### src/rtl/uart_mvm_pkg.sv
// Shared constants, element types and FSM encodings for the UART matrix-vector tile.
package uart_mvm_pkg;

   // Serial link timing and framing
   localparam int CLOCKS_PER_PULSE = 10;
   localparam int BITS_PER_WORD    = 8;
   localparam int PACKET_SIZE_TX   = 13;

   // Matrix geometry and element widths
   localparam int R       = 2;
   localparam int C       = 2;
   localparam int W_X     = 4;
   localparam int W_K     = 4;
   localparam int W_Y_OUT = 8;

   // Derived widths
   localparam int W_Y        = W_X + W_K + $clog2(C);
   localparam int W_BUS_KX   = R * C * W_K + C * W_X;
   localparam int N_WORDS_KX = W_BUS_KX / BITS_PER_WORD;
   localparam int N_WORDS_Y  = R * W_Y_OUT / 8;

   // Counter widths
   localparam int W_PULSE_CNT = $clog2(CLOCKS_PER_PULSE);
   localparam int W_RX_BIT    = $clog2(BITS_PER_WORD);
   localparam int W_TX_BIT    = $clog2(PACKET_SIZE_TX);
   localparam int W_BYTE_CNT  = $clog2(N_WORDS_KX);

   // Signed element types
   typedef logic signed [W_X-1:0] x_elem_t;
   typedef logic signed [W_K-1:0] k_elem_t;
   typedef logic signed [W_Y-1:0] y_elem_t;

   typedef x_elem_t x_vec_t [C];
   typedef k_elem_t k_mat_t [R][C];
   typedef y_elem_t y_vec_t [R];

   // FSM encodings
   typedef enum logic [1:0] {
      RX_IDLE,
      RX_START,
      RX_DATA,
      RX_STOP
   } rx_state_e;

   typedef enum logic {
      TX_IDLE,
      TX_SEND
   } tx_state_e;

   // Builds one TX frame, bit 0 first on the wire: start 0, data LSB first, trailing 1s.
   function automatic logic [PACKET_SIZE_TX-1:0] make_tx_frame(input logic [BITS_PER_WORD-1:0] d);
      return {{(PACKET_SIZE_TX - BITS_PER_WORD - 1){1'b1}}, d, 1'b0};
   endfunction

endpackage

### src/rtl/uart_rx.sv
// UART 8N1 receiver: 2-flop synchronizer, mid-bit sampling, one-clock byte-valid strobe.
// Frames with a low stop bit are dropped silently.
module uart_rx
   import uart_mvm_pkg::*;
(
   input  logic                     clk,
   input  logic                     rst,
   input  logic                     rx,
   output logic [BITS_PER_WORD-1:0] data,
   output logic                     valid
);

   localparam int HALF_PULSE = CLOCKS_PER_PULSE / 2;

   logic rx_meta, rx_sync, rx_prev;
   logic fall;

   rx_state_e                state, state_nxt;
   logic [W_PULSE_CNT-1:0]   cnt, cnt_nxt;
   logic [W_RX_BIT-1:0]      bit_idx, bit_idx_nxt;
   logic [BITS_PER_WORD-1:0] shreg, shreg_nxt;
   logic [BITS_PER_WORD-1:0] data_nxt;
   logic                     valid_nxt;

   // Synchronize the asynchronous line and keep one extra stage for edge detection.
   // NOTE: sequential state uses non-blocking assignments so every flop samples pre-edge values.
   always_ff @(posedge clk or posedge rst) begin
      if (rst) begin
         rx_meta <= 1'b1;
         rx_sync <= 1'b1;
         rx_prev <= 1'b1;
      end else begin
         rx_meta <= rx;
         rx_sync <= rx_meta;
         rx_prev <= rx_sync;
      end
   end

   assign fall = rx_prev & ~rx_sync;

   // State and datapath register.
   always_ff @(posedge clk or posedge rst) begin
      if (rst) begin
         state   <= RX_IDLE;
         cnt     <= '0;
         bit_idx <= '0;
         shreg   <= '0;
         data    <= '0;
         valid   <= 1'b0;
      end else begin
         state   <= state_nxt;
         cnt     <= cnt_nxt;
         bit_idx <= bit_idx_nxt;
         shreg   <= shreg_nxt;
         data    <= data_nxt;
         valid   <= valid_nxt;
      end
   end

   // Next-state logic: half a bit to the start-bit centre, then one full bit per sample.
   // NOTE: every output of this block gets a default first, so no path can infer a latch.
   always_comb begin
      state_nxt   = state;
      cnt_nxt     = cnt;
      bit_idx_nxt = bit_idx;
      shreg_nxt   = shreg;
      data_nxt    = data;
      valid_nxt   = 1'b0;
      case (state)
         RX_IDLE: begin
            if (fall) begin
               state_nxt = RX_START;
               cnt_nxt   = '0;
            end
         end
         RX_START: begin
            if (cnt == W_PULSE_CNT'(HALF_PULSE - 1)) begin
               cnt_nxt = '0;
               if (rx_sync) begin
                  state_nxt = RX_IDLE;
               end else begin
                  state_nxt   = RX_DATA;
                  bit_idx_nxt = '0;
               end
            end else begin
               cnt_nxt = cnt + 1'b1;
            end
         end
         RX_DATA: begin
            if (cnt == W_PULSE_CNT'(CLOCKS_PER_PULSE - 1)) begin
               cnt_nxt   = '0;
               shreg_nxt = {rx_sync, shreg[BITS_PER_WORD-1:1]};
               if (bit_idx == W_RX_BIT'(BITS_PER_WORD - 1)) begin
                  state_nxt = RX_STOP;
               end else begin
                  bit_idx_nxt = bit_idx + 1'b1;
               end
            end else begin
               cnt_nxt = cnt + 1'b1;
            end
         end
         RX_STOP: begin
            if (cnt == W_PULSE_CNT'(CLOCKS_PER_PULSE - 1)) begin
               cnt_nxt   = '0;
               state_nxt = RX_IDLE;
               if (rx_sync) begin
                  data_nxt  = shreg;
                  valid_nxt = 1'b1;
               end
            end else begin
               cnt_nxt = cnt + 1'b1;
            end
         end
      endcase
   end

endmodule

### src/rtl/uart_mvm_top.sv
// Tile top: collects a 3-byte K/X packet over UART, computes the signed 2x2 product
// y = K*x, and returns the low byte of each y element over UART (y0 first).
module uart_mvm_top
   import uart_mvm_pkg::*;
(
   input  logic       clk,
   input  logic       rst,
   input  logic       ena,
   input  logic [7:0] ui_in,
   input  logic [7:0] uio_in,
   output logic [7:0] uo_out,
   output logic [7:0] uio_out,
   output logic [7:0] uio_oe
);

   localparam int W_RES = N_WORDS_Y * BITS_PER_WORD;

   logic [BITS_PER_WORD-1:0] rx_data;
   logic                     rx_valid;

   logic [W_BYTE_CNT-1:0]    byte_cnt;
   logic [W_BUS_KX-1:0]      bus_kx;
   logic                     pkt_done;

   x_vec_t                   x;
   k_mat_t                   k;
   y_vec_t                   y;

   logic [W_RES-1:0]         res_data;
   logic                     res_full;

   tx_state_e                tx_state, tx_state_nxt;
   logic [PACKET_SIZE_TX-1:0] tx_frame, tx_frame_nxt;
   logic [BITS_PER_WORD-1:0] tx_hi, tx_hi_nxt;
   logic [W_TX_BIT-1:0]      tx_bit, tx_bit_nxt;
   logic [W_PULSE_CNT-1:0]   tx_cnt, tx_cnt_nxt;
   logic                     tx_sel, tx_sel_nxt;
   logic                     tx, tx_nxt;
   logic                     tx_take;

   logic                     unused_ok;

   uart_rx u_rx (
      .clk   (clk),
      .rst   (rst),
      .rx    (ui_in[0]),
      .data  (rx_data),
      .valid (rx_valid)
   );

   // Pack accepted bytes into the K/X bus; flag the packet when the last byte lands.
   always_ff @(posedge clk or posedge rst) begin
      if (rst) begin
         byte_cnt <= '0;
         bus_kx   <= '0;
         pkt_done <= 1'b0;
      end else begin
         pkt_done <= 1'b0;
         if (rx_valid) begin
            bus_kx[byte_cnt * BITS_PER_WORD +: BITS_PER_WORD] <= rx_data;
            if (byte_cnt == W_BYTE_CNT'(N_WORDS_KX - 1)) begin
               byte_cnt <= '0;
               pkt_done <= 1'b1;
            end else begin
               byte_cnt <= byte_cnt + 1'b1;
            end
         end
      end
   end

   // Unpack the fields and form the signed dot products at full W_Y precision.
   always_comb begin
      for (int c = 0; c < C; c++) begin
         x[c] = bus_kx[c * W_X +: W_X];
      end
      for (int r = 0; r < R; r++) begin
         for (int c = 0; c < C; c++) begin
            k[r][c] = bus_kx[C * W_X + (r * C + c) * W_K +: W_K];
         end
      end
      for (int r = 0; r < R; r++) begin
         y[r] = '0;
         for (int c = 0; c < C; c++) begin
            y[r] = y[r] + W_Y'(k[r][c]) * W_Y'(x[c]);
         end
      end
   end

   // Single-entry result buffer; a fresh result overwrites one that has not started sending.
   always_ff @(posedge clk or posedge rst) begin
      if (rst) begin
         res_data <= '0;
         res_full <= 1'b0;
      end else begin
         if (pkt_done) begin
            res_data <= {y[1][W_Y_OUT-1:0], y[0][W_Y_OUT-1:0]};
            res_full <= 1'b1;
         end else if (tx_take) begin
            res_full <= 1'b0;
         end
      end
   end

   // TX state and line register.
   always_ff @(posedge clk or posedge rst) begin
      if (rst) begin
         tx_state <= TX_IDLE;
         tx_frame <= '1;
         tx_hi    <= '0;
         tx_bit   <= '0;
         tx_cnt   <= '0;
         tx_sel   <= 1'b0;
         tx       <= 1'b1;
      end else begin
         tx_state <= tx_state_nxt;
         tx_frame <= tx_frame_nxt;
         tx_hi    <= tx_hi_nxt;
         tx_bit   <= tx_bit_nxt;
         tx_cnt   <= tx_cnt_nxt;
         tx_sel   <= tx_sel_nxt;
         tx       <= tx_nxt;
      end
   end

   // TX next-state: grab the buffer when idle, shift out y0's frame then y1's frame.
   // tx_nxt always mirrors the frame bit that will be current after the edge.
   always_comb begin
      tx_state_nxt = tx_state;
      tx_frame_nxt = tx_frame;
      tx_hi_nxt    = tx_hi;
      tx_bit_nxt   = tx_bit;
      tx_cnt_nxt   = tx_cnt;
      tx_sel_nxt   = tx_sel;
      tx_nxt       = tx;
      tx_take      = 1'b0;
      case (tx_state)
         TX_IDLE: begin
            tx_nxt = 1'b1;
            if (res_full) begin
               tx_take      = 1'b1;
               tx_hi_nxt    = res_data[W_RES-1 -: BITS_PER_WORD];
               tx_frame_nxt = make_tx_frame(res_data[BITS_PER_WORD-1:0]);
               tx_nxt       = 1'b0;
               tx_bit_nxt   = '0;
               tx_cnt_nxt   = '0;
               tx_sel_nxt   = 1'b0;
               tx_state_nxt = TX_SEND;
            end
         end
         TX_SEND: begin
            if (tx_cnt == W_PULSE_CNT'(CLOCKS_PER_PULSE - 1)) begin
               tx_cnt_nxt = '0;
               if (tx_bit == W_TX_BIT'(PACKET_SIZE_TX - 1)) begin
                  tx_bit_nxt = '0;
                  if (!tx_sel) begin
                     tx_sel_nxt   = 1'b1;
                     tx_frame_nxt = make_tx_frame(tx_hi);
                     tx_nxt       = 1'b0;
                  end else begin
                     tx_state_nxt = TX_IDLE;
                     tx_nxt       = 1'b1;
                  end
               end else begin
                  tx_bit_nxt   = tx_bit + 1'b1;
                  tx_frame_nxt = tx_frame >> 1;
                  tx_nxt       = tx_frame[1];
               end
            end else begin
               tx_cnt_nxt = tx_cnt + 1'b1;
            end
         end
      endcase
   end

   assign uo_out  = {7'b0, tx};
   assign uio_out = '0;
   assign uio_oe  = '0;

   // Inputs with no function in this tile, plus the y sign bits that truncation drops.
   assign unused_ok = &{1'b0, ena, ui_in[7:1], uio_in, y[0][W_Y-1], y[1][W_Y-1]};

endmodule

### config.mk
export PLATFORM = sky130hd
export DESIGN_NAME = uart_mvm_top
export DESIGN_NICKNAME = d
export VERILOG_FILES = /design/src/rtl/uart_mvm_pkg.sv /design/src/rtl/uart_rx.sv /design/src/rtl/uart_mvm_top.sv
export SDC_FILE = /design/constraint.sdc
export NUM_CORES = 1
export LEC_CHECK = 0
export CAP_MARGIN = 0
export CORE_ASPECT_RATIO = 0.6
export CORE_MARGIN = 10
export CORE_UTILIZATION = 53
export DETAILED_ROUTE_END_ITERATION = 7
export PLACE_DENSITY = 0.72
export SLEW_MARGIN = 30
export SYNTH_ARGS = -nofsm -noshare
export SYNTH_HDL_FRONTEND = slang
export SYNTH_SLANG_ARGS = --single-unit
### constraint.sdc
create_clock -name clk -period 5.7 [get_ports clk]
set_input_delay 0.57 -clock clk [delete_from_list [all_inputs] [get_ports clk]]
set_output_delay 0.57 -clock clk [all_outputs]
set_load 0.02 [all_outputs]
After elaboration in Yosys (flattened, before gate mapping)
Cells that the tools add are included.
{"block": "word_totals", "latchBits": 0, "in_bits": 19, "register_bits": 105, "mem_bits_ro": 0, "wordCells": 121, "ramBits": 0, "out_inout_bits": 24, "n_memories": 0}
{"block": "classes", "bitwise": 3, "shifts": 2, "reduce_logical": 12, "div": 0, "magnitude_cmp": 0, "eq_ne": 20, "n_mul": 4, "add_sub_neg": 8, "mux": 51}
{"operator": "$mux 13", "count": 4}
{"operator": "$neg 5->34", "count": 1}
{"operator": "$shift 8x34->24 const A", "count": 1}
{"operator": "$shiftx 8x34->24", "count": 1}
{"operator": "$mul 4x4->8", "count": 4}
{"operator": "$mux 4", "count": 7}
{"operator": "$pmux 13 s2", "count": 1}
{"operator": "$bwmux 24", "count": 1}
{"operator": "$mux 1", "count": 19}
{"operator": "$add 8x8->8", "count": 2}
{"operator": "$pmux 4 s2", "count": 2}
{"operator": "$mux 2", "count": 7}
{"operator": "$ne 2x1->1 const B", "count": 7}
{"operator": "$add 4x1->4 const B", "count": 3}
{"operator": "$eq 4x4->1 const B", "count": 3}
{"operator": "$mux 3", "count": 4}
{"operator": "$pmux 4 s3", "count": 1}
{"operator": "$reduce_and 5->1", "count": 2}
{"operator": "$reduce_and 3->1", "count": 3}
{"operator": "$pmux 2 s4", "count": 1}
{"operator": "$eq 2x2->1 const B", "count": 3}
{"operator": "$ne 2x2->1 const B", "count": 3}
{"operator": "$pmux 1 s2", "count": 3}
{"operator": "$pmux 3 s2", "count": 1}
{"operator": "12 further kinds", "count": 16}

Longest topological paths before layout
Gate-level depths: netlist (run 1).
{"block": "depth", "ltp_word": 4, "ltp_mapped": 17}

Hierarchy
Synthesis (run 1) repeated with hierarchy kept, for this count alone.
{"block": "hier_totals", "cells_unflattened": 725, "area_unflattened_um2": 7627.3}
{"mod": "uart_mvm_top", "area_each_um2": 6303.5, "cells_each": 631, "instances": 1, "seq_area_each_um2": 1893.1}
{"mod": "uart_rx", "area_each_um2": 1323.8, "cells_each": 94, "instances": 1, "seq_area_each_um2": 729.4}

Worst setup path before layout (run 1)
Ideal clock, no wire load.
{"block": "synth_timing", "kind": "flip-flop to flip-flop", "from": "reg bus_kx[7]", "to": "reg res_data[15]", "arrival_ps": 4366, "required_time_ps": 5575, "period_less_slack_ps": 4491, "setup_time_ps": 125, "n_path_buf": 1, "path_stages_with_launch": 15, "setup_slack_ps": 1209, "cell_sequence": "dfrtp_1 clkbuf_1 nor2b_1 fa_1 fa_1 fa_1 inv_1 fa_1 inv_1 ha_1 nand4_1 a21oi_1 a2111oi_2 xnor2_1 mux2_4"}
{"block": "synth_between", "elab_chain_cells": 2}
{"item": "start: declaration", "line_no": "uart_mvm_top.sv:22", "source": "logic [W_BUS_KX-1:0] bus_kx;"}
{"item": "start signal: indexed assignment", "line_no": "uart_mvm_top.sv:60", "source": "bus_kx[byte_cnt * BITS_PER_WORD +: BITS_PER_WORD] <= rx_data;"}
{"item": "$mul 4x4->8", "line_no": "uart_mvm_top.sv:84", "source": "y[r] = y[r] + W_Y'(k[r][c]) * W_Y'(x[c]);"}
{"item": "$add 8x8->8", "line_no": "uart_mvm_top.sv:84"}
{"item": "end signal: assignment", "line_no": "uart_mvm_top.sv:96", "source": "res_data <= {y[1][W_Y_OUT-1:0], y[0][W_Y_OUT-1:0]};"}
{"item": "end: declaration", "line_no": "uart_mvm_top.sv:29", "source": "logic [W_RES-1:0] res_data;"}
Every way passes these cells.
A chain may end at the register's enable or synchronous reset.

Worst setup path in the final report (run 1)
{"block": "layout_timing", "from": "reg bus_kx[3]", "to": "reg res_data[15]"}
The elaborated chain is that of the path after synthesis.

==> flow_summary.ini, run 1 <==
[outcome]
status = finished clean

[yosys]
synthAdderAreaFrac_pct = 24.5
synth_compound_area_share_pct = 10.4
ys.flop_type = dfrtp_1
synth.area.mux_share_pct = 4.66
synth_top_area_cell = dfrtp_1
synth_cell_types = 56
netlist_instances = 760
synth_xor_area_share_pct = 3.09
postSynthAreaPerCell_um2 = 10.1
synth_async_sr_flop_share_pct = 100
yosysSeqAreaShare_pct = 34.1
ys_ff_latch = 104
synth_top_family_by_area = adder cells
synth_area_um2 = 7680
synthTopCellsByArea = dfrtp_1, fa_1, ha_1, inv_1, dfstp_2
yosys_warnings = 0
yosysTopAreaCellShare_pct = 28.7
synth-simple-area-share_pct = 14.4
synth_edf_count = 0

[sta]
setup_viol = 0
finalMaxSlewViolations = 0
finClkSkew_ns = 0.0110
hold_viol_final = 0
finalSetupTns_ns = 0
rsz0062_at_grt = false
relSlewSlack_pct = 40.0
tightest_slew_ns = 0.901
min_period_ns = 4.61
period_share_pct = 81.0
clock.fmax_ghz = 0.217

[clock_network]
post_cts_resized = 0
cts.sinks = 104
clk_pin_slew_ns = 0.07
clockBufferDepth = 2
cts.htree.levels = 3
clock_latency_ns = 0.34
cts_buffers = 9
post-cts-setup-buffer-count = 0
cts_hold_buf = 0
cts_tree = built
cts_root_buf = clkbuf_16

[die]
die-area_um2 = 19900
core_um2 = 13900
die_w_um = 175
initial_utilization_pct = 55.2
dieHeight_um = 113
rows = 33
io_pins = 43

[setup_path]
r2r_end = res_data[15]
r2r_cells = 13
rrSetupSlack_ns = 1.09
max_stage_delay_ns = 0.67
crit_family = adder cells
cp_slowest_cell = dfrtp_1
path_cells = nor2b_1 -> fa_1 -> inv_1 -> fa_1 -> fa_1 -> fa_1 -> inv_1 -> ha_1 -> nand4_1 -> a21oi_1 -> a2111oi_2 -> xnor2_1 -> mux2_4
timing.critical_path.mode_cell = fa_1
cp_max_fo = 11
timing_worst_setup_path_type = reg2reg
startpoint_type = register
cp.required_ns = 5.93
critical_path_arrival_ns = 4.85
end_kind = register
rr_startpoint = bus_kx[3]
path_buf_inv = 2

[cells_and_area]
drive_above_1_share_pct = 9.20
stdcell_count = 953
final_util_pct = 58.2
nFillCells = 1174
nets = 893
final_common_cell = inv_1
multi_input_area_um2 = 4460
area_growth_syn_to_layout_pct = 5.41
layout_common_cells = inv_1, dfrtp_1, nand2_1
n_antenna_cell = 0
regArea_um2 = 2620

[route]
vias = 5138
drtAntennaViolNets = 0
routed_via_density = 5.39
drt_iter0_drc = 388
wire_per_inst_um = 15.5
routed_wl_mm = 14.7
firstDrtPassIters = 5
drc = 0

[power_and_ir_drop]
power.density_nw_per_um2 = 195
power_leakage_nw = 4.00
irDropWorstVdd_mv = 0.199
p_total_mw = 1.58

[placement]
dp_cells = 937
gp_congestion = 0.807
dp_hpwl_mm = 11.6
port_buffers = 3

[global_routing]
gr-total-overflow = 0
grt_antenna_before_repair = 0
grt_pass1_vias = 5090
grt_pass1_wl_mm = 25.1
grt_usage_pct = 15.2
grt_max_degree = 63

[run]
maxCapViolations = 0

[hold_path]
min-delay-start = u_rx.rx_meta
hp-class = reg2reg
hold_depth = 0
min_to = u_rx.rx_sync
[state kept, by name, indices dropped and copies added (netlist names), 2 cells and up, named ones only]
register	cells
u_rx.cnt	4
u_rx.bit_idx	3
tx_frame	12
tx_bit	4
tx_cnt	4
tx_hi	8
u_rx.shreg	8
bus_kx	24
u_rx.data	8
res_data	16
byte_cnt	2
[synth_stat cells (3+ instances only)]
| master | instances |
|---|---|
| nand2_1 | 73 |
| fa_1 | 54 |
| buf_2 | 4 |
| clkbuf_1 | 13 |
| nand2b_1 | 6 |
| nand3_1 | 14 |
| nand3b_1 | 6 |
| inv_1 | 113 |
| a21o_1 | 5 |
| a21oi_1 | 14 |
| o211ai_1 | 3 |
| nor2_1 | 29 |
| nand4_1 | 5 |
| o21a_1 | 5 |
| a22o_1 | 24 |
| ha_1 | 64 |
| o21ai_0 | 24 |
| and2_1 | 41 |
| xnor2_1 | 20 |
| mux2i_1 | 5 |
| mux2_2 | 26 |
| nor4b_2 | 3 |
| buf_4 | 24 |
| and3_1 | 11 |
| dfrtp_1 | 88 |
| nor2b_1 | 10 |
| o31ai_1 | 14 |
| a21boi_0 | 5 |
| o22a_1 | 3 |
| dfstp_2 | 16 |
| nor3_1 | 8 |
[layout make-up]
class | instances | area share [%]
Clock inverter | 6 | 0.850
Clock buffer | 10 | 2.83
Timing Repair Buffer | 5 | 0.556
Sequential cell | 104 | 32.4
Multi-Input combinational cell | 522 | 55.1
Tap cell | 192 | 2.97
Inverter | 114 | 5.31
[how the worst max path moves through the flow]
stage | end | slack (ns) | cells after the start | from
after detailed placement | res_data[15] | 1.09 | 13 | bus_kx[3]
after CTS | res_data[15] | 1.07 | 13 | bus_kx[3]
after floorplan | res_data[15] | 1.21 | 14 | bus_kx[7]
after global placement | res_data[15] | 1.12 | 15 | bus_kx[4]
final | res_data[15] | 1.09 | 13 | bus_kx[3]
after global routing | res_data[15] | 0.77 | 13 | bus_kx[3]
[metal layers]
layer  part of all wire [%]  up-vias  GRT usage, %
met3                    5.2       13          2.95
met2                     44      133          22.7
met4                   0.97        0          3.26
met1                     50     2551          22.2
met5                      0        -             0
li1                       -     2441             -
[report_power, final]
group / internal (mW) / total [mW] / leakage [nW] / switching, mW
Clock: 0.343 / 0.622 / 0.143 / 0.278
Sequential: 0.758 / 0.774 / 1.39 / 0.0168
Combinational: 0.0597 / 0.184 / 2.46 / 0.125
Total: 1.16 / 1.58 / 4.00 / 0.420
[cell families (layout without fill, tap and decap cells)]
| kind of cell | after synthesis | count (layout) |
|---|---|---|
| AOI/OAI and AO/OA | 111 | 111 |
| xor gates and xnor gates | 24 | 24 |
| adders and majority gates | 118 | 118 |
| buffers and inverters | 156 | 135 |
| DFF | 104 | 104 |
| muxes | 32 | 32 |
| other | 1 | 23 |
| and+or+nand+nor | 214 | 214 |
[metrics by stage]
step / instance area, um2 / hold slack, ns / worst slack, ns
2_1_floorplan: 7770 / 0.345 / 1.21
3_3_place_gp: 7800 / 0.349 / 1.12
3_5_place_dp: 7800 / 0.351 / 1.09
4_1_cts: 8100 / 0.361 / 1.07
5_1_grt: 8100 / 0.369 / 0.769
6_report: 8100 / 0.361 / 1.09
[worst register-to-register path, cell delays in order, from the launching register on]
cell       delay, ns
dfrtp_1         0.67
nor2b_1         0.26
fa_1            0.48
inv_1           0.11
fa_1            0.46
fa_1            0.52
fa_1            0.54
inv_1           0.04
ha_1            0.42
nand4_1         0.15
a21oi_1         0.07
a2111oi_2       0.43
xnor2_1         0.11
mux2_4          0.26
Note: power is estimated with default switching activity, not from simulation.
==> run 2, diff against run 1 <==
==> constraint.sdc (replaced) <==
create_clock -name clk -period 4.7 [get_ports clk]
set_input_delay 0.47 -clock clk [delete_from_list [all_inputs] [get_ports clk]]
set_output_delay 0.47 -clock clk [all_outputs]
set_load 0.02 [all_outputs]
==> flow_summary.ini, run 2 (synthesis results as in run 1) <==
[clock_network]
cts_root_buf = clkbuf_16
cts.htree.levels = 3
clk_pin_slew_ns = 0.08
cts_tree = built
clock_latency_ns = 0.35
post-cts-setup-buffer-count = 0
clockBufferDepth = 2
cts.sinks = 104
cts_buffers = 9

[global_routing]
globalRouteMet3Util_pct = 3.85
grt_pass1_vias = 5154
busiest_layer = met2
grt_usage_pct = 15.4
met1_usage_pct = 21.8
grt_pass1_wl_mm = 25.4
grt_max_degree = 74
grt_antenna_before_repair = 0
gr-total-overflow = 0
grtUsageMet2_pct = 23.3

[route]
vias = 5103
drt_iter0_drc = 394
drtAntennaViolNets = 0
routed_via_density = 5.33
wire_per_inst_um = 15.7
routed_wl_mm = 15.0
firstDrtPassIters = 4
drc = 0

[cells_and_area]
nFillCells = 1185
largestRegisters = bus_kx (24), res_data (16), tx_frame (12)
n_antenna_cell = 0
area_growth_syn_to_layout_pct = 6.17
layout_common_cells = inv_1, dfrtp_1, nand2_1
fin_area_um2 = 8160
final_util_pct = 58.6
nets = 898
regArea_um2 = 2620
final_common_cell = inv_1
multi_input_area_um2 = 4470
largest_register_ffs = 24
drive_above_1_share_pct = 10.1
stdcell_count = 958
top_register = bus_kx

[setup_path]
critical_path_arrival_ns = 4.76
end_kind = register
cp_max_fo = 6
startpoint_type = register
timing_worst_setup_path_type = reg2reg
cp.required_ns = 4.94

[placement]
port_buffers = 3
dp_hpwl_mm = 11.6
dp_cells = 942
gp_congestion = 0.823
pre_cts_slack_ns = 0.194
place_area_um2 = 7840

[sta]
setup_viol = 0
finalMaxSlewViolations = 0
timing.hold.ws_ns = 0.366
relSlewSlack_pct = 46.5
period_share_pct = 96.1
rsz0062_at_grt = false
finalSetupTns_ns = 0
setup_ws_ns = 0.184
tightest_slew_ns = 0.800
clock.fmax_ghz = 0.221
finClkSkew_ns = 0.0124
min_period_ns = 4.52
hold_viol_final = 0

[die]
die-area_um2 = 19900
initial_utilization_pct = 55.2
dieHeight_um = 113
core_um2 = 13900
die_w_um = 175
io_pins = 43
rows = 33

[hold_path]
hp-class = reg2reg

[outcome]
status = finished clean

[power_and_ir_drop]
power_leakage_nw = 4.03
p_total_mw = 1.95
power.density_nw_per_um2 = 239
irDropWorstVdd_mv = 0.187

[run]
maxCapViolations = 0
[run 2: cell types whose count changed in the layout (fill, tap and decap cells not counted), moves of 2 or more]
| cell | change |
|---|---|
| buf_4 | +5 |
| inv_8 | +2 |
| clkinv_4 | -2 |
| and2_1 | -2 |
| and2_2 | +2 |
[run 2: cell type report]
cell class / instances / area share, %
repair buffers: 10 / 1.01
clock inverters: 6 / 1.04
clock buffers: 10 / 2.81
multi-input cells: 522 / 54.7
flip-flops and latches: 104 / 32.1
inverters: 114 / 5.31
well taps: 192 / 2.94
[run 2: worst paths after layout]
check                             startpoint  cells past startpoint            to  slack, ns
worst max-delay path               bus_kx[4]                     14  res_data[15]       0.18
worst min-delay path            u_rx.rx_meta                      0  u_rx.rx_sync       0.37
worst max register to register     bus_kx[4]                     14  res_data[15]       0.18
worst min register to register  u_rx.rx_meta                      0  u_rx.rx_sync       0.37
max in group asynchronous                rst                      3  u_rx.data[2]       3.21
min in group asynchronous                rst                      2     tx_bit[2]       0.59
[run 2: worst max-delay path: stages, from the launching register on]
cell,delay [ns]
dfrtp_1,0.48
and2_2,0.25
buf_4,0.16
fa_1,0.58
fa_1,0.47
fa_1,0.54
inv_1,0.05
fa_1,0.52
inv_1,0.04
ha_1,0.35
nand4_1,0.11
a21oi_1,0.07
a2111oi_2,0.41
xnor2_1,0.10
mux2_4,0.26
[run 2: where the power goes]
group	internal, mW	leakage (nW)	switching, mW
combinational	0.0714	2.49	0.149
sequential	0.919	1.39	0.0205
clock	0.428	0.150	0.362
total	1.42	4.03	0.532
[run 2: routing by layer]
metal	part of all wire [%]	vias up	wire (um)
met5	0	-	0
met4	0.91	0	136
met3	4.5	11	674
met2	44	73	6660
met1	50	2563	7560
li1	-	2456	-
[run 2: what timing repair did]
action | in CTS | in global routing
gates resized for setup | 0 | 3
hold buffers | 0 | 0
setup endpoints to repair | 0 | 3
hold endpoints to repair | 0 | 0
